[src/rtl/card_dealer_arbiter.sv]
// Shared card source for the blackjack game: free-running LFSR, dealt-card bitmap,
// and round-robin arbitration between player and dealer draw requests.
//
// state  | meaning
// IDLE   | waiting for a request; watches for an exhausted deck
// SEARCH | stepping the LFSR until it lands on an undealt card
// GRANT  | one-cycle grant pulse to the latched winner
// EMPTY  | no cards left; only a shuffle leaves this state
module card_dealer_arbiter #(
  parameter logic [5:0] SEED = 6'b011110
) (
  input  logic       clk,
  input  logic       rst,
  input  logic       req_player,
  input  logic       req_dealer,
  input  logic       shuffle,
  output logic       grant_player,
  output logic       grant_dealer,
  output logic [3:0] card_rank,
  output logic [1:0] card_suit,
  output logic [5:0] cards_left,
  output logic       deck_empty,
  output logic       busy
);

  localparam logic [1:0] ST_IDLE   = 2'd0;
  localparam logic [1:0] ST_SEARCH = 2'd1;
  localparam logic [1:0] ST_GRANT  = 2'd2;
  localparam logic [1:0] ST_EMPTY  = 2'd3;

  localparam logic SIDE_PLAYER = 1'b0;
  localparam logic SIDE_DEALER = 1'b1;

  localparam logic [5:0] DECK_SIZE = 6'd52;

  logic [1:0]  state;
  logic [5:0]  lfsr;
  logic [51:0] used;
  logic        winner;
  logic        last_served;

  logic [5:0]  idx;
  logic        idx_valid;
  logic        idx_taken;
  logic        idx_free;
  logic [5:0]  suit_base;
  logic [1:0]  cand_suit;
  logic [3:0]  cand_rank;
  logic        pick;

  // LFSR never reaches zero, so idx spans 0..62; 52..62 are not cards.
  assign idx       = lfsr - 6'd1;
  assign idx_valid = (idx < DECK_SIZE);
  assign idx_taken = idx_valid ? used[idx] : 1'b1;
  assign idx_free  = idx_valid && !idx_taken;

  always_comb begin
    cand_suit = 2'd0;
    suit_base = 6'd0;
    if (idx >= 6'd39) begin
      cand_suit = 2'd3;
      suit_base = 6'd39;
    end else if (idx >= 6'd26) begin
      cand_suit = 2'd2;
      suit_base = 6'd26;
    end else if (idx >= 6'd13) begin
      cand_suit = 2'd1;
      suit_base = 6'd13;
    end
    cand_rank = 4'(idx - suit_base + 6'd1);
  end

  // On a tie the side not served last wins; a lone requester always wins.
  always_comb begin
    if (req_player && req_dealer) pick = ~last_served;
    else                          pick = req_dealer ? SIDE_DEALER : SIDE_PLAYER;
  end

  always_ff @(posedge clk) begin
    if (rst) begin
      state       <= ST_IDLE;
      lfsr        <= SEED;
      used        <= '0;
      cards_left  <= DECK_SIZE;
      card_rank   <= 4'd0;
      card_suit   <= 2'd0;
      winner      <= SIDE_PLAYER;
      last_served <= SIDE_DEALER;
    end else begin
      lfsr <= {lfsr[4:0], lfsr[5] ^ lfsr[4]};
      case (state)
        ST_IDLE: begin
          if (shuffle) begin
            state <= ST_IDLE;
          end else if (cards_left == 6'd0) begin
            state <= ST_EMPTY;
          end else if (req_player || req_dealer) begin
            winner <= pick;
            state  <= ST_SEARCH;
          end
        end
        ST_SEARCH: begin
          if (!shuffle && idx_free) begin
            card_rank  <= cand_rank;
            card_suit  <= cand_suit;
            used[idx]  <= 1'b1;
            cards_left <= cards_left - 6'd1;
            state      <= ST_GRANT;
          end
        end
        ST_GRANT: begin
          last_served <= winner;
          state       <= ST_IDLE;
        end
        ST_EMPTY: begin
          state <= ST_EMPTY;
        end
      endcase
      // A shuffle overrides the deck and state from any state; an in-flight
      // grant pulse still completes because it is decoded from the current state.
      if (shuffle) begin
        used       <= '0;
        cards_left <= DECK_SIZE;
        state      <= ST_IDLE;
      end
    end
  end

  assign grant_player = (state == ST_GRANT) && (winner == SIDE_PLAYER);
  assign grant_dealer = (state == ST_GRANT) && (winner == SIDE_DEALER);
  assign busy         = (state == ST_SEARCH) || (state == ST_GRANT);
  assign deck_empty   = (cards_left == 6'd0);

endmodule
[config.mk]
export PLATFORM = sky130hd
export DESIGN_NAME = card_dealer_arbiter
export DESIGN_NICKNAME = d
export VERILOG_FILES = /design/src/rtl/card_dealer_arbiter.sv
export SDC_FILE = /design/constraint.sdc
export NUM_CORES = 1
export LEC_CHECK = 0
export CORE_AREA = 5 5 86 88
export CTS_BUF_LIST = sky130_fd_sc_hd__clkbuf_4
export DETAILED_ROUTE_END_ITERATION = 12
export DIE_AREA = 0 0 91 93
export PLACE_DENSITY_LB_ADDON = 0.1
export SLEW_MARGIN = 5
export SYNTH_ARGS = -nofsm -noshare
export SYNTH_HDL_FRONTEND = slang
export SYNTH_SLANG_ARGS = --single-unit
[constraint.sdc]
create_clock -name clk -period 7.07 [get_ports clk]
set_input_delay 1.414 -clock clk [delete_from_list [all_inputs] [get_ports clk]]
set_output_delay 1.414 -clock clk [all_outputs]
set_load 0.05 [all_outputs]
==> implementation parameters <==
Parameter                              Value

Clock tree
  # clock sinks ... 74
  Clock transition at the registers of the reported paths ... 130 ps
  Post CTS Setup Buffer Count ... 0
  Number of buffers added to fix hold violations after cts ... 0
  CTS buffer count ... 9
  Max H-tree Level ... 3
  Post-CTS Resized ... 0
  Later-pin clock latency in the skew report ... 430 ps
  Max Buffers Root-to-Sink ... 2
  CTS tree ... built
  Clk root buf ... clkbuf_4

Floorplanning
  FP Rows ... 30
  Horizontal extent of the die ... 91 um
  Io pins ... 21
  Area of the core ... 6570 um2
  Die height ... 93 um
  Effective utilization at floorplan ... 57.8%
  Total die area ... 8460 um2

Power and ir drop
  Switching power total ... 0.254 mW
  Maximum vdd drop ... 0.000143 V
  Proportion of power drawn by flip-flops and latches ... 51.5%
  Total power density per cell area ... 203 nW/um2
  Combinational fraction of design power ... 16.2%
  Switching part of the total power ... 30.5%
  Static Leak ... 1.54 nW
  Clock Power Share ... 32.3%
  Internal Pwr Total ... 0.580 mW

Synthesis
  Synth Warn # ... 0
  Share of synthesized registers carrying an async set or reset ... 0%
  Adder-cell share of the synthesized area ... 5.14%
  Count of flip-flops with a built-in enable after synthesis ... 0
  Synth Register Bits ... 74
  Post-synthesis cell type count ... 63
  Top_reg_cell synth ... dfxtp_1
  Fraction of the mapped netlist area in simple logic gates ... 11.7%
  Mapped cell area ... 3800 um2
  Cell accounting for the most synthesized area ... dfxtp_1
  Synthesized netlist net count ... 388
  Post-synthesis area per instance ... 10.3 um2
  Main combinational cell family by area after synthesis ... compound AO/OA/AOI/OAI gates
  Share of the synthesized netlist area taken by xor and xnor gates ... 2.24%
  Synthesized-area fraction occupied by ao, oa, aoi and oai cells ... 26.5%
  Post-Syn Instances ... 368
  Share of Yosys cell area claimed by the top area cell type ... 39.0%
  Mux cell area share after synthesis ... 9.55%
  Sequential cell area fraction in the yosys report ... 39.0%
  Top post-synthesis cells by area ... dfxtp_1 (39%), a32o_1 (7.4%), a22o_1 (5.8%), mux2i_1 (5.0%), ha_1 (4.6%)

Layout
  Final #Nets ... 396
  Cell area after layout ... 4110 um2
  Fraction of layout cells with a size suffix above 1 ... 12.1%
  N_diodes ... 0
  Synthesis-to-layout area growth ... 8.23%

Setup path
  Arrival time worst endpoint ... 5130 ps
  Category of the worst setup path capture point ... flop
  Buffers plus inverters on the worst setup path ... 2
  Internal reg-to-reg setup slack ... 2310 ps
  Cell with the largest stage delay on the worst path ... dfxtp_1
  Cells along the critical path ... inv_2 -> ha_1 -> xnor2_2 -> inv_2 -> mux2_1 -> a22oi_1 -> a22oi_1 -> o221a_1 -> a211oi_4 -> a32o_1
  Max FO, Critical Path ... 22
  Critical path data required time ... 7440 ps
  Critical path launch point type ... flop
  Delay-heaviest family, CP ... compound AO/OA/AOI/OAI gates
  Worst path max stage delay ... 870 ps
  Kind of critical path ... flop to flop

Status
  Run status ... finished clean

Global routing
  Maximum number of pins on one net before global-route repair ... 63
  All-layer global routing usage ... 21.9%
  Vias in the first global route ... 2958
  Initial antenna violation count ... 0
  Remaining global-route overflow ... 0
  Wire length of the first global-routing pass ... 14900 um

Timing
  Count of endpoints failing setup in the final report ... 0
  Clock Skews ... 20.6 ps
  Final worst path period need ... 4760 ps
  Final Hold Violating Endpoints ... 0
  Minimum setup slack in the final design ... 2310 ps
  Share of the clock period used by the worst path after layout ... 67.3%
  Slew headroom ... 33.6%
  Max Freq ... 210 MHz
  Slew @ Worst Pin ... 992 ps
  Final Max Tran Viols ... 0
  RSZ-0062 raised after global routing ... no
  Total negative slack ... 0 ps

Placed design
  Final HPWL from detailed placement ... 6100 um
  Setup slack at placement ... 2420 ps
  PortBufs ... 20
  Instance area after placement ... 3970 um2
  Final Wtd Congestion ... 0.914

Detailed routing
  Total number of vias ... 2986
  Remaining DRCs ... 0
  DRT Pass-1 Iters ... 5
  Remaining number of nets flagged by the antenna check after routing ... 0
  Mean routed wirelength per cell ... 19.3 um
  Starting DRC count in detailed routing ... 239
  Aggregate routed wire length ... 8880 um
  Vias/cell ... 6.48

Flow run
  Count of max-cap constraint violations ... 0

Worst hold path
  Classification of the worst-slack hold path ... flop to flop
==> path summary, 6_finish.rpt <==
kind / to / depth (start not counted) / startpoint
max: used[6] / 10 / lfsr[0]
min: card_rank[3] / 2 / card_rank[3]
max reg2reg: used[6] / 10 / lfsr[0]
min reg2reg: card_rank[3] / 2 / card_rank[3]
==> per-stage QoR <==
stage | power (mW) | utilization (%) | hold WS, ps | cells
2_1_floorplan | 0.545 | - | 436 | 368
3_3_place_gp | 0.571 | 60.4 | 443 | 445
3_5_place_dp | 0.572 | 60.4 | 450 | 445
4_1_cts | 0.837 | 62.6 | 480 | 461
5_1_grt | 0.866 | 62.6 | 492 | 461
6_report | 0.834 | 62.6 | 474 | 461
==> per-layer routing <==
metal	share of wire [%]	routed length (um)	global-route usage, %	vias up
met4	1.6	138	7.82	0
met1	47	4150	30.4	1459
li1	-	-	-	1410
met5	0	0	0	-
met3	6.5	576	5.15	12
met2	45	4010	33.3	105
==> synth_stat cells, types with 2 or more instances <==
| cell | instances |
|---|---|
| a211oi_4 | 3 |
| a22o_1 | 25 |
| and2_1 | 5 |
| and3_1 | 2 |
| nand3_1 | 4 |
| mux2i_1 | 19 |
| a32o_1 | 28 |
| clkbuf_1 | 13 |
| o22ai_1 | 3 |
| a221oi_1 | 4 |
| or3_1 | 3 |
| o31ai_1 | 2 |
| nor2b_1 | 5 |
| mux2_1 | 4 |
| a22oi_1 | 2 |
| dfxtp_1 | 74 |
| inv_1 | 17 |
| a211oi_1 | 6 |
| inv_2 | 2 |
| mux2_2 | 4 |
| nand2_1 | 15 |
| o211ai_1 | 4 |
| xnor2_2 | 2 |
| o221ai_1 | 2 |
| o211a_1 | 2 |
| xnor2_1 | 5 |
| or2_2 | 5 |
| nand2b_1 | 12 |
| ha_1 | 14 |
| mux4_2 | 3 |
| nor3_1 | 11 |
| a21oi_1 | 8 |
| o21ai_0 | 4 |
| nor2_1 | 19 |
| buf_2 | 3 |
| buf_6 | 7 |
==> area by class of cell <==
cell class	instances	area, um2
multi-input cells	250	2100
flip-flops and latches	74	1480
repair buffers	22	215
fillers	535	2460
clock inverters	7	76.3
clock buffers	9	67.6
well taps	80	100
inverters	19	71.3
==> worst register-to-register path: stages, from the launching register on <==
cell      delay (ps)
dfxtp_1          870
inv_2            240
ha_1             370
xnor2_2          510
inv_2            390
mux2_1           410
a22oi_1          180
a22oi_1          170
o221a_1          470
a211oi_4         790
a32o_1           280
==> cells by family (layout without fill, tap and decap cells) <==
| family | count (synthesis) | count (layout) |
|---|---|---|
| AO/OA/AOI/OAI | 110 | 110 |
| multiplexers | 31 | 31 |
| flip-flops | 74 | 74 |
| XOR/XNOR | 8 | 8 |
| AND/OR/NAND/NOR | 86 | 86 |
| adder cells (fa/ha/maj) | 15 | 15 |
| buffers and inverters | 44 | 57 |
==> flip-flops by register name (all words and copies together) (netlist names) <==
register and count:
card_suit 2, state 2, lfsr 6, used 52, cards_left 6, last_served 1
card_rank 4, winner 1
==> power by group through the flow <==
| stage | Sequential, mW | Clock [mW] | Combinational (mW) |
|---|---|---|---|
| after floorplan | 0.440 | 0 | 0.105 |
| after detailed placement | 0.439 | 0 | 0.133 |
| after global placement | 0.439 | 0 | 0.132 |
| after CTS | 0.430 | 0.273 | 0.134 |
| final | 0.430 | 0.269 | 0.135 |
| after global routing | 0.431 | 0.288 | 0.147 |
==> cells in the final DEF, fill, tap and decap left out, drive strengths merged, types with 5 or more instances in the layout <==
cell type and instances:
a221oi 5, nand2b 12, ha 14, a211oi 9, inv 21, mux2 9
and2 5, or2 5, nor3 12, dfxtp 74, a22o 25, nor2b 5
clkbuf 9, nand2 15, nor2 19, a32o 28, xnor2 7, clkdlybuf4s50 20
a21oi 9, mux2i 19
No activity file was read; power rests on OpenSTA's default activity.
